File: src/rtl/fetch_pkg.sv
// Shared types and constants for the instruction fetch stage.
// Latency: n/a (types only).
// Backpressure: n/a (types only).
package fetch_pkg;

  // One buffered instruction together with the address it was fetched from.
  typedef struct packed {
    logic [31:0] instr;
    logic [31:0] pc;
  } fetch_entry_t;

  localparam logic [31:0] NOP_INSTR        = 32'h0000_0013;
  localparam logic [31:0] DEFAULT_RESET_PC = 32'h0000_0000;

  // Width of a counter that must hold 0..depth inclusive.
  function automatic int cnt_width(input int depth);
    return $clog2(depth) + 1;
  endfunction

endpackage

File: src/rtl/fetch_fifo.sv
// Synchronous FIFO of fetch entries with push/pop/flush and occupancy count.
// Latency: a pushed entry appears at the head the cycle after the push.
// Backpressure: none internally; the caller guarantees no push when full, pop when empty is ignored.
//
// Ports: clk, rst (async active-high), flush, push/din, pop, head (valid when count != 0), count.
module fetch_fifo
  import fetch_pkg::*;
#(
  parameter int DEPTH = 2,
  localparam int CW = cnt_width(DEPTH)
) (
  input  logic         clk,
  input  logic         rst,
  input  logic         flush,
  input  logic         push,
  input  fetch_entry_t din,
  input  logic         pop,
  output fetch_entry_t head,
  output logic [CW-1:0] count
);

  localparam int AW = $clog2(DEPTH);

  fetch_entry_t  mem [DEPTH];
  logic [AW-1:0] rd_ptr;
  logic [AW-1:0] wr_ptr;
  logic [CW-1:0] cnt;
  logic          do_push;
  logic          do_pop;

  // Flush dominates both push and pop in the same cycle.
  assign do_push = push && !flush;
  assign do_pop  = pop && (cnt != '0) && !flush;

  always_ff @(posedge clk or posedge rst) begin
    if (rst) begin
      rd_ptr <= '0;
      wr_ptr <= '0;
      cnt    <= '0;
    end else if (flush) begin
      rd_ptr <= '0;
      wr_ptr <= '0;
      cnt    <= '0;
    end else begin
      if (do_push) wr_ptr <= wr_ptr + 1'b1;
      if (do_pop)  rd_ptr <= rd_ptr + 1'b1;
      cnt <= cnt + CW'(do_push) - CW'(do_pop);
    end
  end

  // Storage needs no reset: contents are only observed through count.
  always_ff @(posedge clk) begin
    if (do_push) mem[wr_ptr] <= din;
  end

  assign head  = mem[rd_ptr];
  assign count = cnt;

endmodule

File: src/rtl/fetch_unit.sv
// Instruction fetch: PC, credit-limited in-order imem reads, instruction buffer, redirect flush.
// Latency: response visible on instr_* the cycle after imem_rvalid (no bypass).
// Backpressure: requests stop when outstanding + buffered reaches FIFO_DEPTH; decode stalls via instr_ready.
//
// Ports: clk, rst (async active-high); imem_req/imem_addr/imem_ready request side;
// imem_rvalid/imem_rdata in-order responses; redirect/redirect_target from decode;
// instr_valid/instr_ready/instr/instr_pc/instr_pc_plus4 towards decode.
// Optional macro FETCH_MISALIGN_TRAP_EN: adds instr_fault; a misaligned redirect presents
// one faulting NOP at the target and stalls fetch until the next redirect.
module fetch_unit
  import fetch_pkg::*;
#(
  parameter logic [31:0] RESET_PC   = DEFAULT_RESET_PC,
  parameter int          FIFO_DEPTH = 2
) (
  input  logic        clk,
  input  logic        rst,
  output logic        imem_req,
  output logic [31:0] imem_addr,
  input  logic        imem_ready,
  input  logic        imem_rvalid,
  input  logic [31:0] imem_rdata,
  input  logic        redirect,
  input  logic [31:0] redirect_target,
  output logic        instr_valid,
  input  logic        instr_ready,
  output logic [31:0] instr,
  output logic [31:0] instr_pc,
`ifdef FETCH_MISALIGN_TRAP_EN
  output logic        instr_fault,
`endif
  output logic [31:0] instr_pc_plus4
);

  localparam int CW = cnt_width(FIFO_DEPTH);
  localparam logic [CW:0] DEPTH_C = (CW+1)'(FIFO_DEPTH);

  logic [31:0]   pc;
  logic [31:0]   resp_pc;
  logic [CW-1:0] outstanding;
  logic [CW-1:0] outstanding_nxt;
  logic [CW-1:0] discard;
  logic [CW-1:0] fifo_count;
  logic [CW:0]   in_flight;
  logic          hs;
  logic          push;
  logic          pop;
  logic          fifo_vld;
  logic          stall;
  logic [31:0]   tgt;
  fetch_entry_t  head;
  fetch_entry_t  out_e;

  assign fifo_vld  = (fifo_count != '0);
  assign in_flight = {1'b0, outstanding} + {1'b0, fifo_count};
  assign imem_addr = pc;
  // Credits cover buffered entries too, so every accepted response has a FIFO slot.
  assign imem_req  = !rst && !redirect && !stall && (in_flight < DEPTH_C);
  assign hs        = imem_req && imem_ready;

  // Outstanding count after this cycle's handshake and response; on a redirect all
  // of these are stale, including any already marked for discard.
  assign outstanding_nxt = outstanding + CW'(hs) - CW'(imem_rvalid);

  assign push = imem_rvalid && (discard == '0) && !redirect;

`ifdef FETCH_MISALIGN_TRAP_EN
  logic fault_arm;
  logic fault_vld;

  assign tgt = redirect_target;

  // The fault entry is held back one cycle so the flush cycle still shows an empty stage.
  always_ff @(posedge clk or posedge rst) begin
    if (rst) begin
      stall     <= 1'b0;
      fault_arm <= 1'b0;
      fault_vld <= 1'b0;
    end else if (redirect) begin
      stall     <= (redirect_target[1:0] != 2'b00);
      fault_arm <= (redirect_target[1:0] != 2'b00);
      fault_vld <= 1'b0;
    end else begin
      fault_arm <= 1'b0;
      if (fault_arm)                     fault_vld <= 1'b1;
      else if (fault_vld && instr_ready) fault_vld <= 1'b0;
    end
  end

  assign instr_fault = fault_vld;
  assign instr_valid = fault_vld || fifo_vld;
  assign pop         = fifo_vld && !fault_vld && instr_ready && !redirect;

  always_comb begin
    out_e = '0;
    if (fault_vld) begin
      out_e.instr = NOP_INSTR;
      out_e.pc    = pc;
    end else if (fifo_vld) begin
      out_e = head;
    end
  end
`else
  assign stall       = 1'b0;
  assign tgt         = redirect_target & ~32'd3;
  assign instr_valid = fifo_vld;
  assign pop         = fifo_vld && instr_ready && !redirect;

  always_comb begin
    out_e = '0;
    if (fifo_vld) out_e = head;
  end
`endif

  assign instr          = out_e.instr;
  assign instr_pc       = out_e.pc;
  assign instr_pc_plus4 = out_e.pc + 32'd4;

  always_ff @(posedge clk or posedge rst) begin
    if (rst) begin
      pc          <= RESET_PC;
      resp_pc     <= RESET_PC;
      outstanding <= '0;
      discard     <= '0;
    end else begin
      outstanding <= outstanding_nxt;
      if (redirect) begin
        pc      <= tgt;
        resp_pc <= tgt;
        discard <= outstanding_nxt;
      end else begin
        if (hs) pc <= pc + 32'd4;
        if (imem_rvalid) begin
          if (discard != '0) discard <= discard - 1'b1;
          else               resp_pc <= resp_pc + 32'd4;
        end
      end
    end
  end

  fetch_fifo #(
    .DEPTH(FIFO_DEPTH)
  ) u_fifo (
    .clk   (clk),
    .rst   (rst),
    .flush (redirect),
    .push  (push),
    .din   ('{instr: imem_rdata, pc: resp_pc}),
    .pop   (pop),
    .head  (head),
    .count (fifo_count)
  );

endmodule

File: config.mk
export PLATFORM = sky130hd
export DESIGN_NAME = fetch_unit
export DESIGN_NICKNAME = d
export VERILOG_FILES = /design/src/rtl/fetch_pkg.sv /design/src/rtl/fetch_fifo.sv /design/src/rtl/fetch_unit.sv
export SDC_FILE = /design/constraint.sdc
export NUM_CORES = 1
export LEC_CHECK = 0
export ABC_CLOCK_PERIOD_IN_PS = 9000
export BUFFER_PORTS_ARGS = -buffer_cell sky130_fd_sc_hd__buf_2
export CAP_MARGIN = 20
export CORE_UTILIZATION = 55
export DETAILED_ROUTE_END_ITERATION = 6
export PLACE_DENSITY = 0.8
export SLEW_MARGIN = 20
export SYNTH_ARGS = -nofsm -noshare
export SYNTH_HDL_FRONTEND = slang
export SYNTH_SLANG_ARGS = --single-unit
File: constraint.sdc
create_clock -name clk -period 9 [get_ports clk]
set_input_delay 0.9 -clock clk [delete_from_list [all_inputs] [get_ports clk]]
set_output_delay 0.9 -clock clk [all_outputs]
set_load 0.01 [all_outputs]
Word-level counts from Yosys, hierarchy flattened
Memory sizes are Yosys's and may differ from the RTL's.
Index checks and enable logic that the tools add are counted.
{"block": "op_classes", "mux": 16, "add_sub_neg": 11, "n_reduce_logical": 22, "eq_ne": 1, "order_cmp": 1}
{"cell": "$mux 32", "n": 5}
{"cell": "$add 32x3->32 const B", "n": 3}
{"cell": "$mux 64", "n": 1}
{"cell": "$reduce_bool 2->1", "n": 7}
{"cell": "$logic_and 1x1->1", "n": 10}
{"cell": "$mux 2", "n": 4}
{"cell": "$mux 1", "n": 6}
{"cell": "$add 2x1->2", "n": 2}
{"cell": "$reduce_and 2->1", "n": 2}
{"cell": "$sub 2x1->2", "n": 2}
{"cell": "$add 2x2->3", "n": 1}
{"cell": "$lt 3x2->1 const B", "n": 1}
{"cell": "$add 1x1->1 const B", "n": 2}
{"cell": "$logic_not 1->1", "n": 2}
{"cell": "$logic_not 2->1", "n": 1}
{"cell": "$ne 2x2->1 const B", "n": 1}
{"cell": "$sub 2x1->2 const B", "n": 1}
{"block": "totals", "word_cells": 59, "input_bits": 70, "output_inout_bits": 130, "mem_bits_rw": 128, "ff_bits": 72, "memories": 1}
{"memory": "u_fifo.mem", "words": 2, "word_bits": 64, "rd": 1, "rd_ports_with_merged_regs": 0, "write_ports": 1, "line_no": "fetch_fifo.sv:24", "source": "fetch_entry_t mem [DEPTH];"}

Longest topological paths before layout
{"block": "logic_depth", "ltp_word": 7, "depth_mapped": 12}

By module
A second synthesis with hierarchy kept.
{"block": "hier_totals", "hier_cells": 793, "area_unflattened_um2": 9547.9}
{"mod": "fetch_fifo", "cells_per_inst": 221, "area_each_um2": 4860.9, "instances": 1}
{"mod": "fetch_unit", "cells_per_inst": 572, "area_each_um2": 4687.0, "instances": 1}

Least setup slack after synthesis
No wires, ideal clock.
{"block": "synth_path", "path_type": "input-to-reg", "start": "input redirect", "end": "memory u_fifo.mem[0][10] (netlist bit) (enable)", "n_path_buf": 2, "path_stages": 3, "required_time_ps": 8441, "setup_slack_ps": 2879, "arrival_ps": 5562, "cell_sequence": "clkbuf_1 > clkbuf_1 > nor3_1"}
{"block": "synth_via", "elab_chain_len": 5}
{"element": "from (decl)", "line_no": "fetch_unit.sv:23", "source": "input logic redirect,"}
{"element": "$logic_not 1->1 (*)", "line_no": "fetch_fifo.sv:32, fetch_unit.sv:65"}
{"element": "$logic_and 1x1->1", "line_no": "fetch_unit.sv:65", "source": "assign push = imem_rvalid && (discard == '0) && !redirect;"}
{"element": "$logic_and 1x1->1 (*)", "line_no": "fetch_fifo.sv:32", "source": "assign do_push = push && !flush;"}
{"element": "$mux 1 (*)", "line_no": "fetch_fifo.sv:53", "source": "if (do_push) mem[wr_ptr] <= din;"}
{"element": "$mux 1 (implied by the code) (*)", "line_no": "fetch_fifo.sv:53"}
{"element": "to (decl)", "line_no": "fetch_fifo.sv:24"}
Every way passes the cells marked *; elsewhere a longest branch is shown, timed or not.

Final worst setup path
{"block": "layout_path", "start": "register u_fifo.rd_ptr", "end": "output instr_pc_plus4[21]"}
{"block": "layout_via", "elab_chain_len": 3}
{"element": "from (decl)", "line_no": "fetch_fifo.sv:25", "source": "logic [AW-1:0] rd_ptr;"}
{"element": "from (signal assigned)", "line_no": "fetch_fifo.sv:46", "source": "if (do_pop) rd_ptr <= rd_ptr + 1'b1;"}
{"element": "$mem_v2 2x64"}
{"element": "$mux 64", "line_no": "fetch_unit.sv:111", "source": "if (fifo_vld) out_e = head;"}
{"element": "$add 32x3->32", "line_no": "fetch_unit.sv:117", "source": "assign instr_pc_plus4 = out_e.pc + 32'd4;"}
{"element": "to (decl)", "line_no": "fetch_unit.sv:32", "source": "output logic [31:0] instr_pc_plus4"}
Every way passes these cells.

==> flow_metrics.env <==
export IMPL_seq_area_frac_synth=0.580
export IMPL_antenna_found_initial=0
export IMPL_drcViolationCount=0
export IMPL_cap_violations=0
export IMPL_grt_max_degree=78
export IMPL_hold_viol_final=0
export IMPL_numCtsBuffers=17
export IMPL_yosys_warnings=0
export IMPL_die_x_um=132
export IMPL_grt_pass1_wl_um=30800
export IMPL_root_buffer="clkbuf_16"
export IMPL_layout_common_cells="191 x buf_2, 124 x edfxtp_1, 89 x nor2_1"
export IMPL_rsz0062_at_grt="false"
export IMPL_fin_setup_tns_ns=0
export IMPL_arrival_ns=3.68
export IMPL_async_flop_share=0.354
export IMPL_place_hpwl_um=13300
export IMPL_wl_per_cell_um=16.3
export IMPL_drt_iter0_markers=465
export IMPL_slew_violations=0
export IMPL_leakage_uw=0.00444
export IMPL_layout_commonest_cell="buf_2"
export IMPL_port_buffers=191
export IMPL_pin_count=200
export IMPL_finalCritPeriodShare=0.509
export IMPL_clock_fmax_mhz=218
export IMPL_syn_area_um2=9360
export IMPL_cts_sinks=192
export IMPL_layout_min_cycle_time_ns=4.58
export IMPL_gr_usage_all_layers=0.227
export IMPL_grt_pass1_vias=5858
export IMPL_crit_type="register to output port"
export IMPL_ant_nets=0
export IMPL_clk_pin_slew_worst_paths_ns=0.07
export IMPL_fp_row_count=47
export IMPL_start_util=0.564
export IMPL_die_area_um2=17500
export IMPL_yosysTopAreaCellShare=0.398
export IMPL_drt_total_wl_um=19100
export IMPL_status="finished, final reports clean"
export IMPL_synth_top_area_cell="edfxtp_1"
export IMPL_grt_ovfl_total=0
export IMPL_cts_tree="yes"
export IMPL_setup_viol=0
export IMPL_hold_path_class="register to register"
export IMPL_syn_area_per_cell_um2=12.4
export IMPL_cts_max_path_buffers=2
export IMPL_tightest_slew_ns=0.862
export IMPL_antenna_cells=0
export IMPL_synth_edff_count=124
export IMPL_netlist_top_cells_area="edfxtp_1 40%, dfrtp_1 18%, mux2i_1 6.8%"
export IMPL_synth_seq_cells=192
export IMPL_clock_latency_ns=0.42
export IMPL_vias_per_cell=5.42
export IMPL_end_kind="output port"
export IMPL_first_pass_iters=5
export IMPL_critPathLaunchType="register"
export IMPL_fp_coreArea_um2=16600
export IMPL_cts_hold_fix_buffers=0
export IMPL_ys_types=55
export IMPL_synthFlopType="edfxtp_1"
export IMPL_post_cts_resized=0
export IMPL_max_slew_margin_rel=0.426
export IMPL_skew_ns=0.00592
export IMPL_die_h_um=132
export IMPL_fin_nets=1015
export IMPL_vias=6336
export IMPL_h_tree_depth=4
export IMPL_ir_worst_vdd_uv=156
export IMPL_p_total_uw=2500
export IMPL_powerDensity_nw_per_um2=227
export IMPL_area_growth_pct=17.2
export IMPL_drive_gt1_frac=0.310
export IMPL_cts_setup_buffers=0
export IMPL_fill_cells=1238
export IMPL_gp_congestion=0.825
export IMPL_required_ns=8.10
export IMPL_crit_fanout=55
export IMPL_synth_cells=754
[cell families (layout without fill, tap and decap cells)]
group | Yosys count | after routing | synth area share
compound gates | 30 | 30 | 0.0215
xor+xnor | 88 | 88 | 0.0823
fa+ha+maj | 9 | 9 | 0.0128
buf+inv | 63 | 253 | 0.0376
flops | 192 | 192 | 0.580
mux | 109 | 109 | 0.123
other cells | 1 | 6 | 0.000401
simple gates | 262 | 262 | 0.143
[worst max-delay path: stages, from the launching register on]
cell     delay, ns
dfrtp_4       0.67
buf_4         0.75
mux2i_1       0.30
nor3_1        0.24
nand4_1       0.50
nor4_1        0.46
xor2_1        0.17
buf_2         0.15
[path summary, 6_finish.rpt]
kind                                      startpoint  slack [ns]  cells past startpoint                     endpoint
setup / recovery           u_fifo.rd_ptr$_DFFE_PP0P_        4.42                      7           instr_pc_plus4[21]
hold / removal               resp_pc[30]$_DFFE_PP0P_        0.49                      0  u_fifo.mem[0][30]$_DFFE_PP_
setup reg to reg           u_fifo.count[0]$_DFF_PP0_        5.80                     11       discard[1]$_DFFE_PP0P_
hold reg to reg              resp_pc[30]$_DFFE_PP0P_        0.49                      0  u_fifo.mem[0][30]$_DFFE_PP_
max in group asynchronous                        rst        7.60                      3    u_fifo.rd_ptr$_DFFE_PP0P_
min in group asynchronous                        rst        0.75                      3     imem_addr[5]$_DFFE_PP0P_
[layout make-up]
type / count / area (µm²) / share of cell area
Sequential cell: 192 / 5430 / 0.495
Multi-Input combinational cell: 504 / 3620 / 0.329
Timing Repair Buffer: 197 / 1000 / 0.0912
Clock buffer: 17 / 425 / 0.0388
Tap cell: 220 / 275 / 0.0251
Clock inverter: 15 / 138 / 0.0125
Inverter: 24 / 90.1 / 0.00821
[synth_stat cells, types with 3 or more instances]
master      n
a211oi_1    3
a21oi_1    13
and2_1      4
and3_1      8
and4_1      5
buf_1       3
buf_2       6
buf_4       8
buf_6       4
clkbuf_1   14
dfrtp_1    68
edfxtp_1  124
ha_1        8
inv_1      23
mux2_2     45
mux2i_1    64
nand2_1    32
nand3_1    30
nand3b_1    5
nand4_1    19
nor2_1     90
nor3_1     31
nor3b_1     3
nor4_1     17
o21ai_0     5
xnor2_1    37
xor2_1     51
[power breakdown]
group / internal, µW / leakage, µW / switching [µW]
Clock: 368 / 0.000275 / 344
Combinational: 270 / 0.00225 / 386
Sequential: 1040 / 0.00192 / 83.7
[flip-flops by register name (all words and copies together), names as in the netlist]
register       count
discard            2
imem_addr         30
outstanding        2
resp_pc           30
u_fifo.count       2
u_fifo.mem       124
u_fifo.rd_ptr      1
u_fifo.wr_ptr      1
[per-layer routing]
metal / global-route usage / vias to the layer above / wire, µm / share of wire
li1: - / 3073 / - / -
met1: 0.337 / 3013 / 9110 / 0.48
met4: 0.0581 / 0 / 165 / 0.0087
met5: 0 / - / 0 / 0
met2: 0.337 / 231 / 8450 / 0.44
met3: 0.0525 / 19 / 1330 / 0.070
[metrics by stage]
step	worst slack (ns)	util	hold WS, ns	area [µm²]	instances
after floorplan	2.88	-	0.442	9380	759
after global placement	4.86	0.628	0.450	10400	1137
after detailed placement	4.84	0.628	0.480	10400	1137
after CTS	4.37	0.662	0.496	11000	1169
after global routing	4.10	0.662	0.507	11000	1169
final	4.42	0.662	0.495	11000	1169
Power figures use the tool's default switching activity.
